--- src/rtl/twos_comp_pkg.sv ---
// Shared constants and state encoding for the bit-serial two's-complement negation receiver.
package twos_comp_pkg;

  localparam int WIDTH_DEF = 12;
  localparam int CNT_W     = $clog2(WIDTH_DEF + 1);

  typedef enum logic [1:0] {
    IDLE  = 2'd0,
    SHIFT = 2'd1,
    HOLD  = 2'd2
  } state_t;

endpackage

--- src/rtl/serial_negate_cell.sv ---
// One-bit serial negation: copy bits up to and including the first 1, invert the rest.
module serial_negate_cell (
  input  logic clk,
  input  logic clr,
  input  logic en,
  input  logic restart,
  input  logic bit_in,
  output logic o
);

  logic seen_one_q;
  logic seen_one_d;
  logic seen_eff;

  // A restart bit is bit 0 of a fresh word, so any earlier 1 must be ignored.
  always_comb begin
    seen_eff   = seen_one_q & ~restart;
    o          = seen_eff ? ~bit_in : bit_in;
    seen_one_d = seen_one_q;
    if (en) begin
      seen_one_d = seen_eff | bit_in;
    end
  end

  always_ff @(posedge clk) begin
    if (clr) begin
      seen_one_q <= 1'b0;
    end else begin
      seen_one_q <= seen_one_d;
    end
  end

endmodule

--- src/rtl/twos_comp_serial_decoder.sv ---
// Receives a WIDTH-bit word LSB-first and presents its two's-complement negation.
// Handshakes: a serial bit moves when s_valid && s_ready; a result moves when out_valid && out_ready.
module twos_comp_serial_decoder
  import twos_comp_pkg::*;
#(
  parameter int WIDTH = WIDTH_DEF
) (
  input  logic             t_clk,
  input  logic             rst,
  input  logic             s_valid,
  input  logic             s_start,
  input  logic             s_bit,
  output logic             s_ready,
  output logic [WIDTH-1:0] out_word,
  output logic             out_in_neg,
  output logic             out_ovf,
  output logic             out_valid,
  input  logic             out_ready,
  output logic             frame_err
);

  localparam int CW = $clog2(WIDTH + 1);
  localparam logic [CW-1:0] LAST_CNT = CW'(WIDTH - 1);

  state_t           state_q, state_d;
  logic [CW-1:0]    cnt_q, cnt_d;
  logic [WIDTH-1:0] shreg_q, shreg_d;
  logic [WIDTH-1:0] raw_q, raw_d;
  logic [WIDTH-1:0] out_word_q, out_word_d;
  logic             out_in_neg_q, out_in_neg_d;
  logic             out_ovf_q, out_ovf_d;
  logic             out_valid_q, out_valid_d;
  logic             frame_err_q, frame_err_d;
  logic             s_ready_q, s_ready_d;

  logic accept;
  logic cell_en;
  logic neg_bit;

  assign accept  = s_valid && s_ready_q;
  // Non-start bits seen in IDLE are discarded and must not disturb the cell.
  assign cell_en = accept && (s_start || (state_q == SHIFT));

  serial_negate_cell u_cell (
    .clk     (t_clk),
    .clr     (rst),
    .en      (cell_en),
    .restart (s_start),
    .bit_in  (s_bit),
    .o       (neg_bit)
  );

  always_comb begin
    state_d      = state_q;
    cnt_d        = cnt_q;
    shreg_d      = shreg_q;
    raw_d        = raw_q;
    out_word_d   = out_word_q;
    out_in_neg_d = out_in_neg_q;
    out_ovf_d    = out_ovf_q;
    out_valid_d  = out_valid_q;
    frame_err_d  = 1'b0;

    case (state_q)
      IDLE: begin
        if (accept) begin
          if (s_start) begin
            state_d = SHIFT;
            cnt_d   = CW'(1);
            shreg_d = {neg_bit, {(WIDTH-1){1'b0}}};
            raw_d   = {s_bit, {(WIDTH-1){1'b0}}};
          end else begin
            frame_err_d = 1'b1;
          end
        end
      end
      SHIFT: begin
        if (accept) begin
          if (s_start) begin
            frame_err_d = 1'b1;
            cnt_d       = CW'(1);
            shreg_d     = {neg_bit, {(WIDTH-1){1'b0}}};
            raw_d       = {s_bit, {(WIDTH-1){1'b0}}};
          end else begin
            shreg_d = {neg_bit, shreg_q[WIDTH-1:1]};
            raw_d   = {s_bit, raw_q[WIDTH-1:1]};
            if (cnt_q == LAST_CNT) begin
              // raw_q[WIDTH-1:1] already holds bits 0..WIDTH-2 of the received word.
              state_d      = HOLD;
              cnt_d        = '0;
              out_word_d   = shreg_d;
              out_in_neg_d = s_bit;
              out_ovf_d    = s_bit && (raw_q[WIDTH-1:1] == '0);
              out_valid_d  = 1'b1;
            end else begin
              cnt_d = cnt_q + CW'(1);
            end
          end
        end
      end
      HOLD: begin
        if (out_ready) begin
          state_d     = IDLE;
          out_valid_d = 1'b0;
        end
      end
      default: begin
        state_d = IDLE;
      end
    endcase

    s_ready_d = (state_d != HOLD);
  end

  always_ff @(posedge t_clk) begin
    if (rst) begin
      state_q      <= IDLE;
      cnt_q        <= '0;
      shreg_q      <= '0;
      raw_q        <= '0;
      out_word_q   <= '0;
      out_in_neg_q <= 1'b0;
      out_ovf_q    <= 1'b0;
      out_valid_q  <= 1'b0;
      frame_err_q  <= 1'b0;
      s_ready_q    <= 1'b1;
    end else begin
      state_q      <= state_d;
      cnt_q        <= cnt_d;
      shreg_q      <= shreg_d;
      raw_q        <= raw_d;
      out_word_q   <= out_word_d;
      out_in_neg_q <= out_in_neg_d;
      out_ovf_q    <= out_ovf_d;
      out_valid_q  <= out_valid_d;
      frame_err_q  <= frame_err_d;
      s_ready_q    <= s_ready_d;
    end
  end

  assign s_ready    = s_ready_q;
  assign out_word   = out_word_q;
  assign out_in_neg = out_in_neg_q;
  assign out_ovf    = out_ovf_q;
  assign out_valid  = out_valid_q;
  assign frame_err  = frame_err_q;

endmodule

--- config.mk ---
export PLATFORM = sky130hd
export DESIGN_NAME = twos_comp_serial_decoder
export DESIGN_NICKNAME = d
export VERILOG_FILES = /design/src/rtl/twos_comp_pkg.sv /design/src/rtl/serial_negate_cell.sv /design/src/rtl/twos_comp_serial_decoder.sv
export SDC_FILE = /design/constraint.sdc
export NUM_CORES = 1
export LEC_CHECK = 0
export CAP_MARGIN = 20
export CORE_MARGIN = 10
export CORE_UTILIZATION = 25
export CTS_BUF_LIST = sky130_fd_sc_hd__clkbuf_4 sky130_fd_sc_hd__clkbuf_8
export DETAILED_ROUTE_END_ITERATION = 7
export PLACE_DENSITY = 0.43
export SLEW_MARGIN = 5
export SYNTH_ARGS = -nofsm -noshare
export SYNTH_HDL_FRONTEND = slang
export SYNTH_SLANG_ARGS = --single-unit
export TNS_END_PERCENT = 30
--- constraint.sdc ---
create_clock -name t_clk -period 3.28 [get_ports t_clk]
set_clock_uncertainty 0.1 [all_clocks]
set_input_delay 0.328 -clock t_clk [delete_from_list [all_inputs] [get_ports t_clk]]
set_output_delay 0.328 -clock t_clk [all_outputs]
set_load 0.05 [all_outputs]
==> summary.txt <==
Run status - finished, final reports clean
Seq pwr share - 48.4%
EDFF count, synth - 0
Fin area - 0.002446 mm^2
CTS buffer count - 5
Final Hold Fails - 0
Final std cells w/o fill - 349
GPL Wtd Cong - 0.6579
Syn Inst Count - 238
Area occupied by multi-input gates - 974.7 um^2
CTS Hold Bufs - 0
Filler instances - 855
Net Switching - 0.0002613 W
Layout area overhead - 19.50%
Clk Latency, worst-skew pair - 300 ps
Synth Cell Area - 0.002047 mm^2
Sw Ratio - 22.31%
Syn Nets - 248
# rows - 32
Hold_sp - out_word[10]$_SDFFE_PP0P_
Hold Path Class - register to register
Port buffer count - 22
Met1 usage - 10.74%
Slew at the pin closest to its max-slew limit - 738.3 ps
Synth top cells by count - dfxtp_1 (46), a21oi_1 (40), o21ai_0 (26)
Via density - 5.175
Avg Cell Area, Syn - 8.601 um^2
Initial core utilization - 26.08%
Worst setup path class - register to primary output
Dominant cell type by area after synthesis - dfxtp_1
CTS Sinks - 46
Delay-heaviest family, CP - buffers and inverters
Post-layout util - 31.17%
Yosys reg bits - 46
Sequential cell area - 920.9 um^2
Fin crit share - 60.92%
Max-Slew Margin vs Limit - 50.78%
Crit path max fanout - 5
Setup Total Neg Slack - 0 ps
Ports - 23
Placed cells - 341
Fraction of layout cells with a size suffix above 1 - 8.097%
Routed vias - 1806
Worst r2r src - cnt_q[0]$_SDFFE_PP0P_
P per Cell Area - 478.8 mW/mm^2
Share of flip-flops with an asynchronous set or reset - 0%
Dpl cell area - 0.002303 mm^2
Critical-path cell list - clkdlybuf4s50_1
CTS H-tree depth - 2
Busiest grt layer - met2
Unrepaired setup endpoints after global routing - false
Setup repair bufs after CTS - 0
Max Clock Freq - 500.5 MHz
Drt wl/cell - 15.24 um
Die area - 0.01221 mm^2
Drt pass-1 iters - 4
Final setup viols - 0
Pins Over Slew Limit - 0
Total GRT Usage - 8.723%
GRT met3 Usage - 2.485%
Sequential area share after synthesis - 44.99%
Core area - 0.007848 mm^2
Comb pwr share - 6.9%
Worst path max stage delay - 850 ps
Initial antenna violation count - 0
WP buf/inv - 1
Post-route minimum period - 1998 ps
Startpoint Class - register
Clock Pin Slew Worst Setup and Hold Paths - 90 ps
Slowest CP cell - clkdlybuf4s50_1
Power Total - 0.001171 W
Critical Path Sink Type - primary output
Total Nets Final - 256
Cell internal pwr - 0.0009100 W
Die height - 110.5 um
Levels on crit path - 1
Dpl hpwl - 3381 um
Area fraction of the dominant cell type after synthesis - 44.99%
Routed WL - 5318 um
Largest cells by area after synthesis - dfxtp_1 (45%), a21oi_1 (9.8%), nand4_1 (7.3%)
Peak VDD IR - 0.1903 mV
Total gr overflow - 0
Top FF cell, synth - dfxtp_1
Clock root buffer - clkbuf_8
Clk buf depth - 2
Worst Hold Path Cells - 2
Synth cell types - 37
CP required - 2850 ps
Max Cap Violations - 0
Post-route ant nets - 0
Leak Pwr - 0.7776 nW
Iter 0 DRT Violations - 101
CP Launch Point - s_ready$_SDFF_PP1_
Clk pwr share - 44.7%
Worst r2r path cells - 4
Met2 Resource Use GR - 14.32%
First-pass GRT wire length - 9114 um
Vias in the first global route - 1726
Largest net degree at the start of global routing - 39
Synth Warn # - 0
Post_cts resized - 0
CTS tree - done
Critical path arrival - 1570 ps
Antenna diodes - 0
Die width - 110.5 um
Drt drc - 0
Most common cell in the netlist - dfxtp_1
-- logic make-up after synthesis --
logic type / after synthesis / synth area share (%)
AOI/OAI and AO/OA: 84 / 23.10
adders and majority gates: 4 / 2.445
buffers and inverters: 31 / 7.640
DFF: 46 / 44.99
muxes: 1 / 0.4890
and+or+nand+nor: 72 / 21.33
-- final timing paths --
kind / slack, ps / endpoint
max: 1280 / s_ready
min: 370 / out_word[10]$_SDFFE_PP0P_
max reg2reg: 1460 / out_word[5]$_SDFFE_PP0P_
min reg2reg: 370 / out_word[10]$_SDFFE_PP0P_
-- metal layers --
metal | share of wire (%) | wire [um] | up-vias
li1 | - | - | 900
met1 | 47 | 2500 | 873
met2 | 47 | 2519 | 29
met3 | 4.7 | 250 | 4
met4 | 0.88 | 47 | 0
met5 | 0 | 0 | -
-- area by class of cell --
cell class                 count  share of cell area (%)
multi-input combinational    161                   39.85
clock inverter                 2                   2.455
tap                          102                   5.217
inverter                       4                  0.6138
clock buffer                   6                   3.376
sequential                    46                   37.65
timing repair buffer          28                   10.84
-- state kept, by name (all words and copies together), names as in the netlist, 2 cells and up --
name,cells
out_word,12
state_q,2
shreg_q,11
cnt_q,4
raw_q,11
-- per-stage QoR --
step | hold slack, ps | setup slack [ps]
after floorplan | 343.1 | 1552
after CTS | 378.4 | 1262
after global routing | 397.3 | 1213
after global placement | 360.3 | 1078
after detailed placement | 365.0 | 1032
final | 373.0 | 1282
-- cells in the final DEF, fill, tap and decap left out, types with 3 or more instances in the layout --
master           instances
clkdlybuf4s50_1         22
nand3_1                 14
o31ai_1                 12
nor2_1                   5
dfxtp_1                 46
nand3b_1                 3
nor4_1                   3
clkbuf_8                 6
a21oi_1                 40
or3_1                    3
buf_4                    6
inv_1                    4
ha_1                     4
o21ai_0                 26
nand4_1                 24
-- power by group through the flow --
stage | sequential, W | clock [W] | combinational (W)
CTS | 0.000567 | 0.000537 | 0.0000813
finish | 0.000567 | 0.000524 | 0.0000804
floorplan | 0.000581 | 0 | 0.0000546
detailed placement | 0.000580 | 0 | 0.0000813
global placement | 0.000580 | 0 | 0.0000829
global route | 0.000568 | 0.000559 | 0.0000900
No activity file was read; power rests on OpenSTA's default activity.
